### config.mk
export PLATFORM = sky130hd
export DESIGN_NAME = store_drain_buffer
export DESIGN_NICKNAME = d
export VERILOG_FILES = /design/src/rtl/store_drain_buffer.sv
export SDC_FILE = /design/constraint.sdc
export NUM_CORES = 1
export LEC_CHECK = 0
export BUFFER_PORTS_ARGS = -buffer_cell sky130_fd_sc_hd__buf_2
export CAP_MARGIN = 20
export CORE_ASPECT_RATIO = 1.1
export CORE_MARGIN = 2
export CORE_UTILIZATION = 40
export CTS_CLUSTER_SIZE = 14
export DETAILED_ROUTE_END_ITERATION = 6
export RECOVER_POWER = 25
export SYNTH_ARGS = -nofsm -noshare
export SYNTH_HDL_FRONTEND = slang
export SYNTH_SLANG_ARGS = --single-unit
### constraint.sdc
create_clock -name clk -period 17.74 [get_ports clk]
set_input_delay 2.661 -clock clk [delete_from_list [all_inputs] [get_ports clk]]
set_output_delay 2.661 -clock clk [all_outputs]
set_load 0.01 [all_outputs]
### src/rtl/store_drain_buffer.sv
// Committed-store buffer: a circular FIFO drained one write at a time to data memory, plus a load lookup.
// Define STORE_FWD_EN to forward fully covered loads; otherwise every overlapping load stalls.
module store_drain_buffer #(
  parameter int DEPTH = 4
) (
  input  logic        clk,
  input  logic        rst,
  input  logic        enq_valid,
  input  logic [31:0] enq_addr,
  input  logic [31:0] enq_wdata,
  input  logic [3:0]  enq_wmask,
  output logic        enq_ready,
  output logic [31:0] dmem_addr,
  output logic [3:0]  dmem_wmask,
  output logic [31:0] dmem_wdata,
  output logic [3:0]  dmem_rmask,
  input  logic        dmem_resp,
  input  logic [31:0] ld_addr,
  input  logic [3:0]  ld_rmask,
  output logic        fwd_hit,
  output logic [31:0] fwd_data,
  output logic        ld_conflict,
  output logic        empty
);

  localparam int PW = $clog2(DEPTH);
  localparam int CW = $clog2(DEPTH + 1);
  localparam logic [0:0] IDLE = 1'b0;
  localparam logic [0:0] BUSY = 1'b1;

  typedef struct packed {
    logic [31:0] store_addr;
    logic [31:0] wdata;
    logic [3:0]  wmask;
  } store_buff_t;

  store_buff_t       entries_q [DEPTH];
  logic [PW-1:0]     head_q, head_d;
  logic [PW-1:0]     tail_q, tail_d;
  logic [CW-1:0]     count_q, count_d;
  logic [0:0]        state_q, state_d;
  logic              push, pop, busy;
  store_buff_t       headEntry;
  logic              unusedBits;

  assign busy      = (state_q == BUSY);
  assign enq_ready = (count_q != CW'(DEPTH));
  assign push      = enq_valid && enq_ready;
  assign pop       = busy && dmem_resp;
  assign headEntry = entries_q[head_q];
  assign empty     = (count_q == '0) && (state_q == IDLE);

  // The head entry stays in the FIFO while its write is in flight; it only leaves on dmem_resp.
  always_comb begin
    state_d = state_q;
    head_d  = head_q;
    tail_d  = tail_q;
    case (state_q)
      IDLE:    if (count_q != '0) state_d = BUSY;
      BUSY:    if (dmem_resp) state_d = IDLE;
      default: state_d = IDLE;
    endcase
    if (pop)  head_d = head_q + PW'(1);
    if (push) tail_d = tail_q + PW'(1);
    count_d = count_q + CW'(push) - CW'(pop);
  end

  always_ff @(posedge clk or posedge rst) begin
    if (rst) begin
      state_q <= IDLE;
      head_q  <= '0;
      tail_q  <= '0;
      count_q <= '0;
      for (int i = 0; i < DEPTH; i++) entries_q[i] <= '0;
    end else begin
      state_q <= state_d;
      head_q  <= head_d;
      tail_q  <= tail_d;
      count_q <= count_d;
      if (push) entries_q[tail_q] <= '{store_addr: enq_addr, wdata: enq_wdata, wmask: enq_wmask};
    end
  end

  assign dmem_addr  = busy ? {headEntry.store_addr[31:2], 2'b00} : 32'h0;
  assign dmem_wmask = busy ? headEntry.wmask : 4'h0;
  assign dmem_wdata = busy ? headEntry.wdata : 32'h0;
  assign dmem_rmask = 4'h0;

  assign unusedBits = ^{ld_addr[1:0], headEntry.store_addr[1:0]};

  logic          match;
  logic [PW-1:0] lkIdx;
`ifdef STORE_FWD_EN
  logic [31:0]   matchData;
  logic [3:0]    matchMask;
`endif

  // Scan oldest to youngest so the last overlapping entry found is the youngest one.
  always_comb begin
    match = 1'b0;
    lkIdx = '0;
`ifdef STORE_FWD_EN
    matchData = '0;
    matchMask = '0;
`endif
    for (int k = 0; k < DEPTH; k++) begin
      lkIdx = head_q + PW'(k);
      if ((CW'(k) < count_q) &&
          (entries_q[lkIdx].store_addr[31:2] == ld_addr[31:2]) &&
          ((entries_q[lkIdx].wmask & ld_rmask) != 4'h0)) begin
        match = 1'b1;
`ifdef STORE_FWD_EN
        matchData = entries_q[lkIdx].wdata;
        matchMask = entries_q[lkIdx].wmask;
`endif
      end
    end
  end

`ifdef STORE_FWD_EN
  logic covers;
  assign covers      = ((matchMask & ld_rmask) == ld_rmask);
  assign fwd_hit     = match && covers;
  assign fwd_data    = fwd_hit ? matchData : 32'h0;
  assign ld_conflict = match && !covers;
`else
  assign fwd_hit     = 1'b0;
  assign fwd_data    = 32'h0;
  assign ld_conflict = match;
`endif

endmodule

==> impl_results.md, run 1 <==
* Worst setup SP type: input port
* # fillers at slightly below 4000
* Post-synth top area share at between 40% and 50%
* Power Density at 220.5 nW/um2
* Maximum vdd ir drop at about 0.00013 V
* GPL Wtd Cong at 0.9868
* WL met3 at 2934 um
* Count of pins over their slew limit at between 100 and 150
* GRT Total Usage at 21.81%
* Num CTS Buffers at 31
* Vias in the first global route at 11340
* Reg area at 6815 um2
* Syn Area/Cell at 12.67 um2
* Initial antenna violation count at 9
* Seq/Total Area, Yosys at 41.30%
* Max-cap violations at 1
* CTS Buffer Depth at 3
* Post-detail-place hpwl at 33010 um
* Multi-input gate area at 8890 um2
* Synth warn at 0
* Final Util at approximately 45%
* Outcome: finished, violations left
* # hold bufs at CTS at 0
* IO Pins at 216
* H-tree Lvls at 1
* First-pass DRT Iterations at 6
* Met1 Wirelength at 19640 um
* Post-layout min period at 7615 ps
* WS Path Type: input port to primary output
* Detail Route Antenna Nets at 0
* Vias at 11170
* Detailed-route wire length per cell at 23.96 um
* First-pass GRT wire length at 70760 um
* Synth area leaders: dfrtp_1, mux2_2, mux4_2
* Starting density of the core at 40.20%
* Worst-skew pair later-pin latency at 590 ps
* P&R area growth vs syn at 11.42%
* DRC at 0
* Most frequent cell after synthesis: mux2_2
* Worst-path maximum fanout at 8
* Number of synthesized flops with an enable pin at 0
* Unrepaired setup endpoints after global routing: no
* Max layer used: met5
* Leakage at 7.932 nW
* Slew HR at -252.9%
* Synth unique cells at 56
* Port bufs at roughly 170
* Pin count of the biggest net entering global routing at 161
* Failing checks: max-capacitance violations, max-slew violations
* Grt total ovfl at 0
* Worst hold path type: register to register
* FMAX at 131.3 MHz
* # rows at 78
* Fin crit share at 42.93%
* Synth area leader: dfrtp_1
* Initial drt markers at 580
* Nets at 1532
* Die width at about 200 um
* Cell Area, Placed at 17430 um2
* Endpoints failing hold at 0
* Critical Path AT at 4950 ps
* Routed wire length on met2 at 22380 um
* CTS tree: done
* Core ar. at between 40000 and 50000 um2
* Design area at 18360 um2
* CP required at 15080 ps
* Clock Skew at 7.253 ps
* Register-to-Register Setup Slack at roughly 15000 ps
* Post-CTS Setup Repair Bufs at 0
* TNS Setup at 0 ps
* Cell area after synthesis at 16480 um2
* Top cells by count, synth: mux2_2, dfrtp_1, mux2i_1, mux4_2, and2_1
* Drt total wl at 46840 um
* Die area at 42840 um2
* Worst Max-Slew Pin Slew at 5264 ps
* Setup crit end kind: primary output
* Final setup vio count at 0
* Vias/cell at 5.715
* Post-cts resize count at 0
* Synth Instances at ~1300
* Root Driver: clkbuf_16
* Share of cells above drive strength 1 at just over 40%
* Clock transition at path regs at 60 ps
* Async set-reset flop share out of synthesis at 100.0%
* Clock sinks at about 270
* Most used DFF post-synth: dfrtp_1
* Seq cells post-synth at 272
* Die extent in y at 216.9 um
[placed cells by master (no fill, tap or decap), drive strengths merged, types with 9 or more instances in the layout]
master | synthesis | final
nor2 | 28 | 28
a211oi | 11 | 11
nor3 | 16 | 16
nor4 | 14 | 14
and2 | 60 | 60
conb | 1 | 39
o21ai | 19 | 19
clkbuf | 44 | 42
inv | 19 | 19
o22ai | 16 | 16
xor2 | 46 | 46
buf | 96 | 183
mux2 | 279 | 279
mux2i | 116 | 116
a22o | 9 | 9
mux4 | 73 | 73
a221oi | 11 | 11
xnor2 | 48 | 48
nand4 | 13 | 13
nand2 | 28 | 28
a21oi | 19 | 19
dfrtp | 272 | 272
[flip-flops by register name, summed over array words and instances (netlist names)]
| signal | flops |
|---|---|
| head_q | 2 |
| busy | 1 |
| tail_q | 2 |
| entries_q | 264 |
| count_q | 3 |
[cell families after synthesis]
group	after synthesis	share of synthesized area, %
compound gates	123	5.338
xor+xnor	94	4.996
fa+ha+maj	9	0.7289
buf+inv	159	5.664
flops	272	41.30
mux	468	36.25
other cells	1	0.02276
simple gates	175	5.694
[power by group]
group / leakage, nW / switching, W / internal [W] / total [W]
logic: 4.25 / 0.00114 / 0.00109 / 0.00223
registers: 3.22 / 0.000253 / 0.000944 / 0.00120
clock network: 0.463 / 0.000257 / 0.000360 / 0.000617
[area by class of cell]
class | instances | share of cell area, %
inverters | 19 | 0.3952
clock inverters | 8 | 0.5997
clock buffers | 42 | 4.613
well taps | 520 | 3.543
multi-input cells | 908 | 48.42
repair buffers | 183 | 5.274
flip-flops and latches | 272 | 37.12
diodes | 3 | 0.04089
[routing by layer]
metal  vias up  global-route usage (%)
met2       336                   36.03
met1      5752                   28.23
met4        12                   7.895
met5         -                       0
li1       4967                       -
met3       105                   4.726
[final timing paths]
check / from / endpoint / cells past startpoint
max: ld_addr[6] / ld_conflict / 8
min in group asynchronous: rst / entries_q[208] / 2
max reg2reg: count_q[0] / entries_q[93] / 6
min reg2reg: entries_q[74] / entries_q[74] / 1
max in group asynchronous: rst / head_q[0] / 2
min: entries_q[74] / entries_q[74] / 1
[worst max-delay path: stages]
cell and delay [ps]:
buf_2 190, a22o_1 220, a2111oi_0 580, o21ai_0 190
nor4_1 530, a22oi_1 180, o221ai_1 180, buf_2 210
[per-stage QoR]
step	total power [W]	hold WS [ps]	cells	worst slack [ps]
3_5_place_dp	0.003445	486.8	1902	10190
6_report	0.004049	495.5	1955	10120
2_1_floorplan	0.002801	473.9	1339	7584
4_1_cts	0.004080	499.3	1952	10190
5_1_grt	0.004294	512.0	1954	10020
3_3_place_gp	0.003402	481.4	1902	10160
Power figures use the tool's default switching activity.
==> inputs of run 2 (changes only) <==
- clock period: 17.74 -> 7.45 ns (I/O delays scaled with it)
==> run 2 against run 1 <==
Net effect: the flow still finishes with violations (max-capacitance violations, max-slew violations); final cell count grew 0.82%; die area is the same; highest routed layer unchanged; clock power grew to 3.0 times the previous value; sequential power grew 140%.
==> impl_results.md, run 2 (same netlist as run 1, synthesis figures left out) <==
* First-pass GRT wire length at 72260 um
* Hold_sp: entries_q[7]
* Post-layout min period at ~5700 ps
* Most flops, register: entries_q
* Starting density of the core at 40.20%
* Post-CTS Setup Repair Bufs at 0
* Final Util at 45.73%
* Post-detail-place hpwl at roughly 34000 um
* Pin count of the biggest net entering global routing at between 80 and 90
* Drt total wl at ~48000 um
* Slowest CP cell: dfrtp_4
* Largest register FFs at 264
* Switch share at roughly 40%
* P&R area growth vs syn at 13.73%
* Root Driver: clkbuf_16
* Initial antenna violation count at 8
* IO Pins at 216
* Grt total ovfl at 0
* Biggest registers after layout: entries_q: 264 flops, count_q: 3 flops
* Die extent in y at 216.9 um
* GPL Wtd Cong at 0.9969
* FMAX at between 150 and 200 MHz
* Slew HR at -154.1%
* Num CTS Buffers at 34
* WS Path Type: register to primary output
* RR Startpoint: busy
* Setup crit end kind: primary output
* First-pass DRT Iterations at 5
* Clock transition at path regs at 60 ps
* NetSw at 0.004030 W
* # rows at 78
* Failing checks: max-capacitance violations, max-slew violations
* Detailed-route wire length per cell at 24.32 um
* Final setup vio count at 0
* Cells after DPL at 1905
* Power Density at 537.5 nW/um2
* Detail Route Antenna Nets at 0
* Combinational power share at 53.1%
* Worst setup SP type: register
* Pint at about 0.0060 W
* Vias/cell at ~5.7
* Clock sinks at 272
* Worst-skew pair later-pin latency at 550 ps
* CTS Buffer Depth at 3
* Port bufs at 172
* Crit path max-delay family: compound AO/OA/AOI/OAI gates
* FF-to-FF path depth at 8
* Seq pwr share at between 20 and 30%
* Count of pins over their slew limit at 244
* # hold bufs at CTS at 0
* H-tree Lvls at 2
* Hold path depth at 1
* Post-cts resize count at 0
* Worst hold path type: register to register
* RR Endpoint: count_q[2]
* Crit-path max cell delay at roughly 1000 ps
* Register-to-Register Setup Slack at ~3500 ps
* CTS tree: done
* GRT Total Usage at 22.50%
* Die width at ~200 um
* Die area at 42840 um2
* Most frequent cells in the layout: mux2_2, dfrtp_1, buf_2, mux2i_1, mux4_2
* Maximum vdd ir drop at approximately 0.00024 V
* Clock Skew at 13.52 ps
* Max-cap violations at 4
* Nets at 1540
* Endpoints failing hold at 0
* Leakage at 8.121 nW
* Critical Path AT at 4570 ps
* Worst-path cell chain: buf_4, mux4_2, a22o_1, a221oi_1, a2111oi_0, a22oi_1, o221ai_1, buf_2
* Fin crit share at 76.37%
* Non-filler cells, final at 1971
* Commonest non-fill, non-tap cell in the layout: mux2_2
* Outcome: finished, violations left
* Hold EP: entries_q[7]
* Vias in the first global route at 11530
* Initial drt markers at a little under 700
* Worst-path maximum fanout at 47
* Crit path launch: head_q[0]
* Unrepaired setup endpoints after global routing: no
* Vias at 11200
* Share of cells above drive strength 1 at 42.09%
* Core ar. at 40990 um2
* CP required at 6330 ps
* Worst Max-Slew Pin Slew at 3812 ps
* TNS Setup at 0 ps
* Clock share of power at 18.4%
* WP buf/inv at 2
* DRC at 0
-- run 2: cell types whose count changed in the layout (fill, tap and decap cells not counted), sizes merged --
cell and delta:
buf -1, bufinv +6, clkbuf +7, clkinv +2
clkinvlp +1, diode +1
-- run 2: routing by layer --
| layer | vias up | GRT usage, % | share of wire (%) |
|---|---|---|---|
| met5 | - | 0 | 0.10 |
| met4 | 8 | 9.248 | 4.0 |
| met1 | 5747 | 28.59 | 41 |
| met2 | 355 | 37.42 | 48 |
| met3 | 108 | 4.680 | 6.5 |
| li1 | 4983 | - | - |
-- run 2: area by class of cell --
| cell class | instances | area [um2] |
|---|---|---|
| inverters | 19 | 72.57 |
| well taps | 520 | 650.6 |
| diodes | 4 | 10.01 |
| repair buffers | 188 | 1018 |
| multi-input cells | 908 | 8912 |
| flip-flops and latches | 272 | 6815 |
| clock buffers | 43 | 944.7 |
| fillers | 3842 | 22250 |
| clock inverters | 17 | 319.1 |
-- run 2: how the worst max path moves through the flow --
stage / cells past startpoint / slack [ps] / endpoint
6_report: 8 / 1760 / ld_conflict
5_1_grt: 8 / 1570 / ld_conflict
4_1_cts: 8 / 1730 / ld_conflict
3_5_place_dp: 8 / 2310 / ld_conflict
3_3_place_gp: 8 / 2380 / ld_conflict
2_1_floorplan: 1 / 2740 / busy
-- run 2: stage by stage --
stage,power (W),hold WS [ps],worst slack [ps],cell area (um2)
floorplan,0.006671,473.9,2737,16630
global route,0.01065,510.0,1566,18740
detailed placement,0.008231,488.7,2313,17460
CTS,0.01013,501.9,1731,18720
global placement,0.008119,481.8,2377,17460
finish,0.01007,496.2,1761,18740
-- run 2: power by group through the flow --
stage | registers, W | logic (W) | clock network (W)
2_1_floorplan | 0.00261 | 0.00406 | 0
3_3_place_gp | 0.00284 | 0.00528 | 0
3_5_place_dp | 0.00290 | 0.00533 | 0
4_1_cts | 0.00288 | 0.00536 | 0.00190
5_1_grt | 0.00300 | 0.00571 | 0.00195
6_report | 0.00287 | 0.00535 | 0.00185
==> inputs of run 3 (changes only) <==
- ABC_AREA: default -> 1
- clock period: 7.45 -> 5.1 ns (I/O delays scaled with it)
==> run 3 against run 2 <==
Net effect: clock power is 31% higher; global-route usage is 1.6 points higher; worst hold slack worse by 160 ps; via count is 39% higher; cell area is 2.0% higher; sequential power is 36% higher; final cell count is 54% higher; the flow still finishes with violations (max-capacitance violations, max-slew violations); sequential share of layout area is 0.72 points lower; clock-buffer cell count stayed put; die area is 2.4% higher; critical path depth is 6 higher.
==> impl_results.md, run 3 <==
* Outcome: finished, violations left
* Failing checks: max-capacitance violations, max-slew violations
* Post-CTS Setup Repair Bufs at 0
* Num CTS Buffers at 31
* Number of synthesized flops with an enable pin at 0
* # hold bufs at CTS at 0
* Leakage at 9.538 nW
* Detail Route Antenna Nets at 0
* Clock transition at path regs at 60 ps
* Largest register FFs at 264
* Worst-path maximum fanout at 61
* Synth area leaders: dfrtp_1, nand2_1, mux2_2
* Initial antenna violation count at 9
* Register-to-Register Setup Slack at 2350 ps
* Final Util at 46.08%
* Share of cells above drive strength 1 at 15.89%
* Clock sinks at 272
* Root Driver: clkbuf_16
* Vias in the first global route at 15190
* Setup crit end kind: primary output
* Synth warn at 0
* Starting density of the core at 40.72%
* Die extent in y at 219.5 um
* Drt total wl at 52740 um
* Worst hold path type: input port to async pin
* RR Endpoint: entries_q[103]
* Die width at 199.9 um
* Seq cells post-synth at 272
* FF-to-FF path depth at 8
* CP required at 4340 ps
* Port bufs at 172
* Maximum vdd ir drop at between 0.0003 and 0.0004 V
* Vias at 15610
* Initial drt markers at 959
* Endpoints failing hold at 0
* GRT Total Usage at 24.14%
* DRC at 0
* CTS tree: done
* Synth unique cells at 31
* Vias/cell at between 5 and 6
* Critical Path AT at 3540 ps
* Syn Area/Cell at 7.258 um2
* First-pass DRT Iterations at 5
* Worst Max-Slew Pin Slew at 2685 ps
* Post-detail-place hpwl at 37400 um
* Grt total ovfl at 0
* Post-cts resize count at 0
* Non-filler cells, final at 3026
* Max-cap violations at 2
* Most used DFF post-synth: dfrtp_1
* IO Pins at 216
* Core ar. at 41480 um2
* Crit path launch: head_q[0]
* CP endpoint: ld_conflict
* Worst-skew pair later-pin latency at 590 ps
* Synth Instances at 2327
* Fin crit share at 84.44%
* Biggest registers after layout: entries_q: 264 flops, count_q: 3 flops
* CTS Buffer Depth at 3
* Unrepaired setup endpoints after global routing: no
* Synth area leader: dfrtp_1
* WS Path Type: register to primary output
* Final setup vio count at 0
* Worst setup SP type: register
* Detailed-route wire length per cell at approximately 17 um
* RR Startpoint: count_q[0]
* FMAX at 232.2 MHz
* Most frequent cells in the layout: nand2_1, dfrtp_1, o21ai_0, nand3_1, inv_1
* Seq/Total Area, Yosys at around two fifths
* Power Density at about 760 nW/um2
* Dpl ws at 1471 ps
* Most flops, register: entries_q
* Setup ws final at 793.4 ps
* Cell area after synthesis at 16890 um2
* GPL Wtd Cong at approximately 0.95
* Post-synth top area share at 40.30%
* Post-layout min period at 4307 ps
* Top cells by count, synth: nand2_1, dfrtp_1, o21ai_0, nand3_1, inv_1
* # rows at 78
* First-pass GRT wire length at roughly 80000 um
* TNS Setup at 0 ps
* Most frequent cell after synthesis: nand2_1
* H-tree Lvls at 1
* Commonest non-fill, non-tap cell in the layout: nand2_1
* Count of pins over their slew limit at 194
* Cells after DPL at 2964
* P&R area growth vs syn at 13.15%
* Nets at 2555
* Slew HR at -79.02%
* Die area at 43890 um2
* # fillers at ~4300
* Pin count of the biggest net entering global routing at 108
* Clock Skew at 11.39 ps
* Async set-reset flop share out of synthesis at 100.0%
* Min Hold Slack at 332.8 ps
## run 3: changes by cell type after synthesis, sizes merged, moves of 117 or more
cell | previous run | this run
nand2 | 28 | 858
o21ai | 19 | 247
nand3 | 6 | 197
inv | 19 | 192
mux2 | 279 | 123
nor2 | 28 | 145
## run 3: worst min-delay path by stage
stage | cells past startpoint | end | start
after global routing | 2 | entries_q[140] | rst
final | 2 | entries_q[5] | rst
after CTS | 2 | entries_q[208] | rst
after global placement | 1 | entries_q[143] | entries_q[143]
after floorplan | 1 | entries_q[140] | entries_q[140]
after detailed placement | 1 | entries_q[157] | entries_q[157]
## run 3: power breakdown
group          internal [W]  total (W)  switching, W  leakage (nW)
Sequential          0.00325    0.00389      0.000640          3.29
Combinational       0.00282    0.00815       0.00533          5.71
Clock               0.00150    0.00242      0.000921         0.545
## run 3: worst max-delay path, cell delays in order (launching register included)
cell     delay [ps]
dfrtp_4         780
nand2_1         200
nand2_4         400
buf_4           360
nand2_1         110
nand3_1         110
nand2_1          60
nor2_1          130
nand2_1          70
nor2_1          160
nand3_1          90
nor2_1           90
nor2_1           40
nand2_1         140
buf_2           160
## run 3: metrics by stage
| stage | power (W) | area [um2] |
|---|---|---|
| 4_1_cts | 0.01455 | 19110 |
| 3_3_place_gp | 0.01183 | 18010 |
| 5_1_grt | 0.01576 | 19110 |
| 6_report | 0.01447 | 19110 |
| 2_1_floorplan | 0.009661 | 17040 |
| 3_5_place_dp | 0.01205 | 18010 |
## run 3: kinds of logic (layout without fill, tap and decap cells)
logic type,Yosys count,in the layout,share of synthesized area [%]
AOI/OAI and AO/OA,342,342,11.45
muxes,123,123,8.201
buffers and inverters,356,452,9.956
xor gates and xnor gates,18,18,0.9334
other,1,44,0.02220
adders and majority gates,9,9,0.7112
DFF,272,272,40.30
and+or+nand+nor,1206,1206,28.42
## run 3: layout make-up
class / count / area, um2 / share of cell area, %
tap: 560 / 700.7 / 3.666
antenna: 5 / 12.51 / 0.06547
clock buffer: 43 / 880.8 / 4.609
sequential: 272 / 6812 / 35.64
inverter: 192 / 724.4 / 3.791
multi-input combinational: 1737 / 8574 / 44.87
timing repair buffer: 204 / 1184 / 6.194
clock inverter: 13 / 222.7 / 1.165
## run 3: layer usage
metal	wire length [um]	GRT usage (%)	vias to the layer above
li1	-	-	7678
met1	22110	30.20	7346
met2	25260	41.06	474
met3	3557	4.653	103
met4	1755	9.383	10
met5	61	0	-
